$ cat config.mk
export PLATFORM = sky130hd
export DESIGN_NAME = hazard_ctrl
export DESIGN_NICKNAME = d
export VERILOG_FILES = /design/src/rtl/hazard_pkg.sv /design/src/rtl/hazard_ctrl_fwd_unit.sv /design/src/rtl/hazard_ctrl.sv
export SDC_FILE = /design/constraint.sdc
export NUM_CORES = 1
export LEC_CHECK = 0
export CAP_MARGIN = 20
export CORE_ASPECT_RATIO = 0.8
export CORE_UTILIZATION = 32
export DETAILED_ROUTE_END_ITERATION = 10
export PLACE_DENSITY = 0.66
export SLEW_MARGIN = 30
export SYNTH_ARGS = -nofsm -noshare
export SYNTH_HDL_FRONTEND = slang
export SYNTH_SLANG_ARGS = --single-unit
$ cat constraint.sdc
create_clock -name clk -period 2.4 [get_ports clk]
set_input_delay 0.36 -clock clk [delete_from_list [all_inputs] [get_ports clk]]
set_output_delay 0.36 -clock clk [all_outputs]
set_load 0.01 [all_outputs]
$ cat src/rtl/hazard_pkg.sv
// hazard_pkg: shared definitions for the pipeline hazard controller.
//   REG_AW   - default register address width
//   state_e  - controller state encoding
//   FWD_*    - ALU forwarding mux select values
package hazard_pkg;

    localparam int unsigned REG_AW = 5;

    typedef enum logic [1:0] {
        RUN      = 2'd0,
        LU_STALL = 2'd1,
        MEM_WAIT = 2'd2
    } state_e;

    localparam logic [1:0] FWD_RF  = 2'b00;
    localparam logic [1:0] FWD_MEM = 2'b01;
    localparam logic [1:0] FWD_WB  = 2'b10;

endpackage

$ cat src/rtl/hazard_ctrl_fwd_unit.sv
// fwd_unit: combinational ALU-result forwarding select for one EX operand.
//   rs_i                         source register of the EX operand
//   rd_mem_i / regwrite_mem_i    MEM-stage writer
//   memread_mem_i                MEM-stage instruction is a load (no ALU result yet)
//   rd_wb_i / regwrite_wb_i      WB-stage writer
//   fwd_sel_o                    FWD_RF / FWD_MEM / FWD_WB
module fwd_unit
    import hazard_pkg::*;
#(
    parameter int unsigned AW = REG_AW
) (
    input  logic [AW-1:0] rs_i,
    input  logic [AW-1:0] rd_mem_i,
    input  logic          regwrite_mem_i,
    input  logic          memread_mem_i,
    input  logic [AW-1:0] rd_wb_i,
    input  logic          regwrite_wb_i,
    output logic [1:0]    fwd_sel_o
);

    logic mem_hit;
    logic wb_hit;

    // x0 is hardwired zero, so a write to it is never a forwarding source.
    assign mem_hit = regwrite_mem_i && !memread_mem_i && (rd_mem_i != '0) && (rd_mem_i == rs_i);
    assign wb_hit  = regwrite_wb_i && (rd_wb_i != '0) && (rd_wb_i == rs_i);

    always_comb begin
        fwd_sel_o = FWD_RF;
        if (mem_hit) begin
            fwd_sel_o = FWD_MEM;   // youngest result wins
        end else if (wb_hit) begin
            fwd_sel_o = FWD_WB;
        end
    end

endmodule

$ cat src/rtl/hazard_ctrl.sv
// hazard_ctrl: hazard controller for the 5-stage RV32I pipeline.
//   Inputs : ID/EX/MEM/WB register addresses and control bits, taken-branch
//            flag from EX, data-memory busy.
//   Outputs: pc_hold / ifid_hold / idex_bubble / ifid_flush / pipe_freeze
//            pipeline controls, stall_EN1_EX / stall_EN2_EX load-data operand
//            selects, fwd1_sel / fwd2_sel ALU forwarding selects, stall_cnt
//            saturating count of cycles with pc_hold asserted.
module hazard_ctrl #(
    parameter int unsigned REG_AW = 5,
    parameter int unsigned CNT_W  = 32
) (
    input  logic              clk,
    input  logic              rst,
    input  logic [REG_AW-1:0] rs1_ID,
    input  logic [REG_AW-1:0] rs2_ID,
    input  logic              rs1_used_ID,
    input  logic              rs2_used_ID,
    input  logic [REG_AW-1:0] rd_EX,
    input  logic              memread_EX,
    input  logic              regwrite_EX,
    input  logic [REG_AW-1:0] rs1_EX,
    input  logic [REG_AW-1:0] rs2_EX,
    input  logic [REG_AW-1:0] rd_MEM,
    input  logic              regwrite_MEM,
    input  logic              memread_MEM,
    input  logic [REG_AW-1:0] rd_WB,
    input  logic              regwrite_WB,
    input  logic              branch_taken_EX,
    input  logic              mem_busy,
    output logic              pc_hold,
    output logic              ifid_hold,
    output logic              idex_bubble,
    output logic              ifid_flush,
    output logic              pipe_freeze,
    output logic              stall_EN1_EX,
    output logic              stall_EN2_EX,
    output logic [1:0]        fwd1_sel,
    output logic [1:0]        fwd2_sel,
    output logic [CNT_W-1:0]  stall_cnt
);

    import hazard_pkg::*;

    state_e             state_q, state_d;
    state_e             saved_q, saved_d;
    state_e             eff_state;
    logic               en1_q, en1_d;
    logic               en2_q, en2_d;
    logic [CNT_W-1:0]   cnt_q, cnt_d;
    logic               m1, m2, lu;
    logic [1:0]         fwd1_raw, fwd2_raw;

    assign m1 = rs1_used_ID && (rs1_ID == rd_EX);
    assign m2 = rs2_used_ID && (rs2_ID == rd_EX);
    assign lu = memread_EX && regwrite_EX && (rd_EX != '0) && (m1 || m2);

    // Once memory is ready again, MEM_WAIT behaves as the saved state in the
    // same cycle, so a frozen LU_STALL still gets exactly one flag cycle.
    assign eff_state = (state_q == MEM_WAIT) ? saved_q : state_q;

    // State register
    always_ff @(posedge clk) begin
        if (rst) begin
            state_q <= RUN;
            saved_q <= RUN;
            en1_q   <= 1'b0;
            en2_q   <= 1'b0;
            cnt_q   <= '0;
        end else begin
            state_q <= state_d;
            saved_q <= saved_d;
            en1_q   <= en1_d;
            en2_q   <= en2_d;
            cnt_q   <= cnt_d;
        end
    end

    // Next-state logic
    always_comb begin
        state_d = state_q;
        saved_d = saved_q;
        en1_d   = en1_q;
        en2_d   = en2_q;
        if (mem_busy) begin
            state_d = MEM_WAIT;
            saved_d = eff_state;
        end else begin
            state_d = RUN;
            en1_d   = 1'b0;
            en2_d   = 1'b0;
            if (eff_state == RUN && !branch_taken_EX && lu) begin
                state_d = LU_STALL;
                en1_d   = m1;
                en2_d   = m2;
            end
        end
        cnt_d = cnt_q;
        if (pc_hold && (cnt_q != '1)) begin
            cnt_d = cnt_q + 1'b1;
        end
    end

    // Output logic
    always_comb begin
        pc_hold     = 1'b0;
        ifid_hold   = 1'b0;
        idex_bubble = 1'b0;
        ifid_flush  = 1'b0;
        pipe_freeze = 1'b0;
        if (mem_busy) begin
            pipe_freeze = 1'b1;
            pc_hold     = 1'b1;
            ifid_hold   = 1'b1;
        end else if (branch_taken_EX) begin
            ifid_flush  = 1'b1;
            idex_bubble = 1'b1;
        end else if (eff_state == RUN && lu) begin
            pc_hold     = 1'b1;
            ifid_hold   = 1'b1;
            idex_bubble = 1'b1;
        end
    end

    fwd_unit #(.AW(REG_AW)) u_fwd1 (
        .rs_i           (rs1_EX),
        .rd_mem_i       (rd_MEM),
        .regwrite_mem_i (regwrite_MEM),
        .memread_mem_i  (memread_MEM),
        .rd_wb_i        (rd_WB),
        .regwrite_wb_i  (regwrite_WB),
        .fwd_sel_o      (fwd1_raw)
    );

    fwd_unit #(.AW(REG_AW)) u_fwd2 (
        .rs_i           (rs2_EX),
        .rd_mem_i       (rd_MEM),
        .regwrite_mem_i (regwrite_MEM),
        .memread_mem_i  (memread_MEM),
        .rd_wb_i        (rd_WB),
        .regwrite_wb_i  (regwrite_WB),
        .fwd_sel_o      (fwd2_raw)
    );

    // Load data from MEM overrides any ALU forward for the same operand.
    assign fwd1_sel     = en1_q ? FWD_RF : fwd1_raw;
    assign fwd2_sel     = en2_q ? FWD_RF : fwd2_raw;
    assign stall_EN1_EX = en1_q;
    assign stall_EN2_EX = en2_q;
    assign stall_cnt    = cnt_q;

endmodule

==> summary.txt, run 1 <==
Logic synthesis
  • Area share of the largest cell type after synthesis: 32.0%
  • Async S/R FF share, synth: 0%
  • Synth Instances: 283
  • Synth top area cells: dfxtp_1 32%, xnor2_1 13%, xor2_1 6.3%
  • Synthesized area: 2380 µm²
  • Yosys top cell by area: dfxtp_1
  • Share of the yosys chip area belonging to registers: 32.0%
  • Synth warn: 0
  • Avg Inst Size Synth: 8.40 µm²
  • #FFs+latches synth: 38
  • Top_reg_cell synth: dfxtp_1
  • Count of flip-flops with a built-in enable after synthesis: 0
  • Mapped Nets: 330
  • Cell variety after synth: 45

Placed design
  • Placed Instances: 489
  • Port bufs: 88
  • RePlAce Congestion: 0.807
  • DP HPWL: 5530 µm
  • Placed Area: 3620 µm²

Outcome
  • Status: complete, but fails checks
  • Violated checks: setup timing

Timing
  • Rel. slew slack: 72.6%
  • Post-route minimum period: 2.44 ns
  • Setup WS post-layout: -0.0401 ns
  • Final Cycle Share: 102%
  • Max Fclk: 0.410 GHz
  • Final setup fails: 1
  • Final Skew: 0.0125 ns
  • RSZ-0062 raised after global routing: yes
  • Max-slew violations: 0
  • Worst Tran Pin Value: 0.409 ns
  • Final hold violations: 0
  • Hold slack: 0.542 ns

Floorplanning
  • Die ar.: 7780 µm²
  • I/O pins: 89
  • Core ar.: 7030 µm²
  • Core Rows: 27
  • Die Y: 79.1 µm
  • Die W: 98.4 µm
  • Starting density of the core: 33.8%

Cells and area
  • FF/Latch Area: 761 µm²
  • ANT cells: 0
  • Multi-input logic area: 1640 µm²
  • Post-route cell area: 3920 µm²
  • Final non-filler cell total: 503
  • Share of layout cells above drive strength 1: 23.8%
  • Finished Core Util: 55.8%
  • Fill cells: 649
  • Synthesis-to-layout area growth: 64.9%
  • Nets: 462

Clocking
  • CTS Root Cell: clkbuf_8
  • Clock Pin Slew Worst Setup and Hold Paths: 0.08 ns
  • Clock tree sinks: 38
  • CTS tree: built
  • Clock buffer depth: 2
  • Clock Latency Late Sink: 0.29 ns
  • Max H-tree Level: 2
  • CTS buffer count: 5

Pwr
  • Pwr Total: 1.58 mW
  • Pwr Density: 404 nW/µm²
  • Pleak: 1.48 nW
  • Max VDD drop: 0.212 mV

Routing
  • DRC: 0
  • Drt wl/cell: 14.5 µm
  • Via density: 4.96
  • DR iter-0 viols: 95
  • Final ANT Viol Nets: 0
  • Drt pass-1 iters: 6
  • Wirelength, routed: 7290 µm
  • Via count: 2493

Critical path
  • Worst Path Required: 2.04 ns
  • Worst setup path category: in2out
  • Worst-path fanout max: 2
  • Critical Path AT: 2.08 ns
  • Setup crit end kind: output pin
  • Crit start category: input pin

Global routing
  • Largest net degree at the start of global routing: 32
  • First-pass GRT wire length: 11700 µm
  • Gr ovfl total: 0
  • Number of global-route vias before repair: 2442
  • Initial antenna violation count: 0
  • Gr usage total: 18.6%

Job
  • MaxCap Viol Count: 0

Worst hold path
  • Hold Crit Class: reg2reg
[routing by layer]
layer / vias to the layer above / part of all wire (%) / global-route usage [%]
met5: - / 0 / 0
met4: 0 / 0.16 / 2.99
met3: 2 / 4.4 / 4.14
met2: 63 / 48 / 31.5
met1: 1159 / 47 / 24.7
li1: 1269 / - / -
[metrics by stage]
stage / setup TNS (ns) / setup slack (ns)
CTS: -0.0331 / -0.0331
detailed placement: -12.55 / -0.509
global route: -0.0867 / -0.0855
global placement: -8.24 / -0.437
floorplan: 0 / 0.266
finish: -0.0401 / -0.0401
[layout by cell type (no fill, tap or decap), types with 4 or more instances in the layout]
master           instances
and3_1                   7
buf_6                    4
nor4_1                   4
and4_1                   6
nand2_1                 15
clkdlybuf4s50_1         69
xor2_1                  17
buf_4                   46
o21ai_0                  4
dlygate4sd2_1            7
dlymetal6s2s_1           7
nor3_1                   9
nand4_1                 11
nor3_2                   7
nor2_1                  36
a21oi_1                 10
nor2b_1                  6
nand3_1                 11
nor4_2                   8
clkbuf_8                 6
dfxtp_1                 38
xnor2_1                 36
[state kept, by name, summed over array words and instances, names as in the netlist]
signal / flops
saved_q: 2
stall_EN1_EX: 1
stall_EN2_EX: 1
stall_cnt: 32
state_q: 2
[path summary, 6_finish.rpt]
| kind | startpoint | endpoint | slack (ns) | cells past startpoint |
|---|---|---|---|---|
| max | rd_EX[0] | ifid_hold | -0.04 | 7 |
| max reg2reg | stall_cnt[0] | stall_cnt[23] | 0.19 | 10 |
| min | stall_cnt[25] | stall_cnt[25] | 0.54 | 2 |
| min reg2reg | stall_cnt[25] | stall_cnt[25] | 0.54 | 2 |
[layout make-up]
class / count / share of cell area [%]
well taps: 87 / 2.78
flip-flops and latches: 38 / 19.4
clock buffers: 6 / 2.11
repair buffers: 138 / 32.2
clock inverters: 2 / 1.53
inverters: 2 / 0.191
multi-input cells: 230 / 41.8
[kinds of logic after synthesis]
logic type,Yosys count,synth area share (%)
buffers and inverters,15,3.42
xor gates and xnor gates,53,19.5
and+or+nand+nor,143,34.2
AOI/OAI and AO/OA,31,9.21
adders and majority gates,1,0.526
DFF,38,32.0
muxes,2,1.10
[cells in the mapped netlist, drive strengths merged (2+ instances only)]
| cell | count |
|---|---|
| a21oi | 11 |
| nor2 | 38 |
| xor2 | 17 |
| nor3b | 4 |
| nor4 | 12 |
| and3 | 7 |
| nor2b | 6 |
| xnor2 | 36 |
| nor3 | 17 |
| inv | 2 |
| dfxtp | 38 |
| o21ai | 6 |
| mux2 | 2 |
| buf | 6 |
| nand4 | 11 |
| or4 | 3 |
| and4 | 6 |
| and2 | 2 |
| a31o | 3 |
| o211ai | 5 |
| o31a | 2 |
| clkbuf | 7 |
| or3 | 3 |
| nand2b | 3 |
| nand2 | 15 |
| nand3 | 12 |
[power by group]
group	leakage [nW]	internal (mW)	switching [mW]
combinational	1.10	0.150	0.119
clock	0.0714	0.444	0.232
sequential	0.306	0.634	0.00346
total	1.48	1.23	0.355
[critical path, cell delays in order]
cell and delay, ns:
dlygate4sd2_1 0.26, or4_4 0.54, o211ai_2 0.18, or3_4 0.16, a21oi_2 0.03, or2_2 0.30
clkdlybuf4s15_2 0.25
[what timing repair did]
action,in CTS,in global routing
resized for setup,37,22
endpoints found under the setup margin,32,19
hold buffers,0,0
buffers inserted,2,4
pin swaps,6,12
Power figures use the tool's default switching activity.
==> run 2: changes to the inputs <==
--- a/config.mk
+++ b/config.mk
@@ -7,9 +7,9 @@
 export LEC_CHECK = 0
 export CAP_MARGIN = 20
 export CORE_ASPECT_RATIO = 0.8
-export CORE_UTILIZATION = 32
+export CORE_UTILIZATION = 45
 export DETAILED_ROUTE_END_ITERATION = 10
-export PLACE_DENSITY = 0.66
+export PLACE_DENSITY = 0.86
 export SLEW_MARGIN = 30
 export SYNTH_ARGS = -nofsm -noshare
 export SYNTH_HDL_FRONTEND = slang
==> summary.txt, run 2 (same netlist as run 1, synthesis figures left out) <==
Outcome
  • Status: completed

Critical path
  • Worst R2R Setup Slack: 0.15 ns
  • Worst-path fanout max: 2
  • CP top delay family: simple AND/OR/NAND/NOR gates
  • Critical Path AT: 1.99 ns
  • Worst-path cell with the longest stage delay: clkdlybuf4s50_1
  • Worst Path Required: 2.04 ns
  • Worst setup path category: in2out
  • Slowest Stage Delay on Critical Path: 0.42 ns
  • Crit path cell chain: clkdlybuf4s50_1, or4_1, o211ai_2, or3_4, a21oi_4, or2_4, buf_6
  • Setup crit end kind: output pin
  • Buf/Inv on CP: 2
  • Crit start category: input pin

Routing
  • M1 WL: 3250 µm
  • Via count: 2668
  • Drt wl/cell: 15.8 µm
  • Met3 WL: 388 µm
  • Drt pass-1 iters: 4
  • DR top layer: met4
  • Via density: 5.55
  • Final ANT Viol Nets: 0
  • Routed wl met2: 3840 µm
  • Wirelength, routed: 7580 µm
  • DR iter-0 viols: 138
  • DRC: 0

Timing
  • Max Fclk: 0.425 GHz
  • Final Skew: 0.00993 ns
  • Final Cycle Share: 97.9%
  • Post-route minimum period: 2.35 ns
  • Worst Tran Pin Value: 0.679 ns
  • Max-slew violations: 0
  • Final hold violations: 0
  • Rel. slew slack: 54.6%
  • Final setup fails: 0
  • Sum Neg Setup Slack: 0 ns

Placed design
  • Port bufs: 88
  • RePlAce Congestion: 0.895
  • Placed Instances: 468
  • DP HPWL: 5450 µm

Cells and area
  • Commonest cells after routing, fill and taps aside: 70 x clkdlybuf4s50_1, 50 x buf_4, 38 x dfxtp_1
  • ANT cells: 0
  • Nets: 465
  • Synthesis-to-layout area growth: 62.5%
  • Final non-filler cell total: 481
  • Commonest non-fill, non-tap cell in the layout: clkdlybuf4s50_1
  • Share of layout cells above drive strength 1: 22.9%
  • Largest register FFs: 32

Clocking
  • CTS buffer count: 5
  • Cts hold-fix bufs: 0
  • Clock tree sinks: 38
  • Clock buffer depth: 2
  • CTS Root Cell: clkbuf_8
  • CTS tree: built
  • Clock Pin Slew Worst Setup and Hold Paths: 0.09 ns
  • Clock Latency Late Sink: 0.30 ns
  • Max H-tree Level: 2

Floorplanning
  • Die W: 83.3 µm
  • Starting density of the core: 47.2%
  • I/O pins: 89
  • Die Y: 67.0 µm
  • Die ar.: 5580 µm²
  • Core Rows: 23
  • Core ar.: 5040 µm²

Global routing
  • First-pass GRT wire length: 11600 µm
  • Gr usage total: 26.0%
  • Gr ovfl total: 0
  • Number of global-route vias before repair: 2455
  • Initial antenna violation count: 0
  • Largest net degree at the start of global routing: 20

Pwr
  • Pwr Density: 407 nW/µm²
  • Pleak: 1.45 nW
  • Pwr Total: 1.57 mW
  • Max VDD drop: 0.390 mV

Job
  • MaxCap Viol Count: 0

Worst hold path
  • Hold Crit Class: reg2reg
-- run 2: cell type report --
cell class | count | area [µm²]
clock inverter | 3 | 68.8
tap | 62 | 77.6
inverter | 2 | 7.51
fill | 344 | 1170
timing repair buffer | 141 | 1280
multi-input combinational | 230 | 1610
clock buffer | 5 | 68.8
sequential | 38 | 761
-- run 2: final timing paths --
| kind | cells past startpoint | from | end |
|---|---|---|---|
| setup / recovery | 7 | rd_EX[0] | ifid_hold |
| hold / removal | 2 | saved_q[1] | saved_q[1] |
| setup reg to reg | 9 | saved_q[0] | stall_cnt[11] |
| hold reg to reg | 2 | saved_q[1] | saved_q[1] |
-- run 2: per-stage QoR --
step / hold slack, ns / setup slack, ns / cell area [µm²] / utilization [%]
floorplan: 0.481 / 0.266 / 2380 / -
global placement: 0.498 / -0.445 / 3620 / 72.0
detailed placement: 0.503 / -0.705 / 3620 / 72.0
CTS: 0.543 / 0.00364 / 3830 / 76.1
global route: 0.565 / -0.00608 / 3870 / 76.8
finish: 0.548 / 0.0495 / 3870 / 76.8
-- run 2: worst register-to-register path, stage by stage (launching register included) --
cell and delay [ns]:
dfxtp_1 0.32, o21ai_0 0.30, o211ai_2 0.15, buf_4 0.16
nor3_2 0.32, o211ai_4 0.15, nor3b_4 0.25, buf_6 0.13
nand3_2 0.07, mux2_4 0.29
-- run 2: timing repair --
| action | in CTS | in global routing |
|---|---|---|
| pin swaps | 9 | 10 |
| hold endpoints to repair | 0 | 0 |
| buffers inserted | 4 | 1 |
| setup endpoints to repair | 35 | 30 |
| resized for setup | 34 | 22 |
-- run 2: power breakdown --
group	total [mW]	switching, mW	internal (mW)
Sequential	0.637	0.00362	0.634
Clock	0.663	0.246	0.417
Combinational	0.274	0.123	0.151
Total	1.57	0.373	1.20
-- run 2: per-layer routing --
metal / global-route usage, % / vias up
met1: 32.9 / 1268
met5: 0 / -
li1: - / 1283
met2: 45.1 / 101
met3: 4.58 / 16
met4: 8.41 / 0
==> run 3: changes to the inputs <==
--- a/config.mk
+++ b/config.mk
@@ -10,6 +10,7 @@
 export CORE_UTILIZATION = 45
 export DETAILED_ROUTE_END_ITERATION = 10
 export PLACE_DENSITY = 0.86
+export SKIP_CTS_REPAIR_TIMING = 1
 export SLEW_MARGIN = 30
 export SYNTH_ARGS = -nofsm -noshare
 export SYNTH_HDL_FRONTEND = slang
==> summary.txt, run 3 (same netlist as run 1, synthesis figures left out) <==
Outcome
  • Status: complete, but fails checks
  • Violated checks: setup timing

Worst hold path
  • Min-Delay Path Depth: 2
  • Hold EP: saved_q[0]
  • Hold Crit Class: reg2reg
  • Hold path startpoint: state_q[0]

Placed design
  • RePlAce Congestion: 0.895
  • Placed Area: 3620 µm²
  • Port bufs: 88
  • DP HPWL: 5450 µm

Pwr
  • Max VDD drop: 0.390 mV
  • Clock power frac: 41.8%
  • Net switching power: 371 µW
  • Pleak: 1.54 nW
  • Internal: 1.20 mW
  • Sequential share of power: 40.4%
  • Pwr Density: 405 nW/µm²
  • Sw frac: 23.6%
  • Comb power frac: 17.7%

Routing
  • DRC: 0
  • Via count: 2709
  • DR iter-0 viols: 162
  • Drt wl/cell: 16.0 µm
  • Wirelength, routed: 7660 µm
  • Drt pass-1 iters: 5
  • Final ANT Viol Nets: 0
  • Via density: 5.64

Critical path
  • Worst r2r src: saved_q[0]
  • Crit path cell chain: clkdlybuf4s50_1, xor2_1, nor4_1, nand3_1, buf_4, a21oi_4, or2_4, buf_6
  • Worst R2R Path Depth: 9
  • Worst setup path category: in2out
  • FF-to-FF End: stall_cnt[11]
  • Worst R2R Setup Slack: 0.12 ns
  • Crit start category: input pin
  • Worst-path cell with the longest stage delay: clkdlybuf4s50_1
  • Critical Path AT: 2.12 ns
  • CP top delay family: simple AND/OR/NAND/NOR gates
  • Buf/Inv on CP: 3
  • Slowest Stage Delay on Critical Path: 0.42 ns
  • Setup crit end kind: output pin
  • Worst Path Required: 2.04 ns
  • Worst-path fanout max: 3

Clocking
  • Clock Pin Slew Worst Setup and Hold Paths: 0.08 ns
  • Max H-tree Level: 2
  • Clock Latency Late Sink: 0.30 ns
  • Clock buffer depth: 2
  • CTS Root Cell: clkbuf_8
  • Clock tree sinks: 38
  • CTS buffer count: 5
  • CTS tree: built

Cells and area
  • Multi-input logic area: 1600 µm²
  • Fill cells: 328
  • Commonest non-fill, non-tap cell in the layout: clkdlybuf4s50_1
  • Finished Core Util: 77.2%
  • Synthesis-to-layout area growth: 63.4%
  • Commonest cells after routing, fill and taps aside: 73 x clkdlybuf4s50_1, 51 x buf_4, 38 x dfxtp_1
  • Share of layout cells above drive strength 1: 22.0%
  • ANT cells: 0
  • Nets: 464
  • Post-route cell area: 3890 µm²
  • Largest register FFs: 32
  • FF/Latch Area: 761 µm²

Global routing
  • Number of global-route vias before repair: 2333
  • Initial antenna violation count: 0
  • Gr ovfl total: 0
  • Gr usage total: 24.1%
  • Largest net degree at the start of global routing: 20
  • First-pass GRT wire length: 10800 µm

Timing
  • RSZ-0062 raised after global routing: yes
  • Rel. slew slack: 56.0%
  • Final hold violations: 0
  • Final Skew: 0.00987 ns
  • Final setup fails: 5
  • Sum Neg Setup Slack: -0.207 ns
  • Max Fclk: 0.403 GHz
  • Post-route minimum period: 2.48 ns
  • Setup WS post-layout: -0.0838 ns
  • Final Cycle Share: 103%
  • Worst Tran Pin Value: 0.658 ns
  • Max-slew violations: 0

Floorplanning
  • Die W: 83.3 µm
  • Die ar.: 5580 µm²
  • Core ar.: 5040 µm²
  • Die Y: 67.0 µm
  • I/O pins: 89
  • Starting density of the core: 47.2%
  • Core Rows: 23

Job
  • MaxCap Viol Count: 0
-- run 3: worst max path at each step --
stage,from,endpoint,slack (ns),depth (start not counted)
2_1_floorplan,rd_EX[0],pc_hold,0.27,6
3_3_place_gp,rd_EX[3],idex_bubble,-0.44,9
3_5_place_dp,rd_EX[3],idex_bubble,-0.70,9
4_1_cts,rd_EX[3],idex_bubble,-0.71,9
5_1_grt,rs2_ID[3],ifid_hold,-0.20,8
6_report,rs2_ID[2],ifid_hold,-0.08,8
-- run 3: metrics by stage --
step	hold WS (ns)	cells	total power, mW	worst slack (ns)
final	0.545	480	1.58	-0.0838
after global routing	0.564	480	1.63	-0.203
after CTS	0.543	476	1.56	-0.708
after detailed placement	0.503	468	0.916	-0.705
after global placement	0.498	468	0.907	-0.445
after floorplan	0.481	283	0.756	0.266
-- run 3: worst min-delay path: cells and delay by family, from the launching register on --
kind,cells,cell delay (ns)
AOI/OAI and AO/OA,1,0.08
and+or+nand+nor,1,0.07
DFF,1,0.36
-- run 3: layer usage --
metal  routed length [µm]  track usage, %
met5                    0               0
met4                  229            5.82
met3                  478            4.09
met2                 3750            41.8
met1                 3200            31.3
-- run 3: power groups by stage --
stage               clock [mW]  sequential, mW  combinational, mW
floorplan                    0           0.653              0.103
global route             0.693           0.638              0.295
finish                   0.660           0.637              0.279
detailed placement           0           0.652              0.264
global placement             0           0.652              0.255
CTS                      0.663           0.637              0.265
-- run 3: cell type report --
| cell class | count | area share [%] |
|---|---|---|
| clock inverter | 3 | 1.77 |
| tap | 62 | 2.00 |
| timing repair buffer | 140 | 33.5 |
| sequential | 38 | 19.6 |
| clock buffer | 5 | 1.77 |
| inverter | 2 | 0.193 |
| multi-input combinational | 230 | 41.2 |
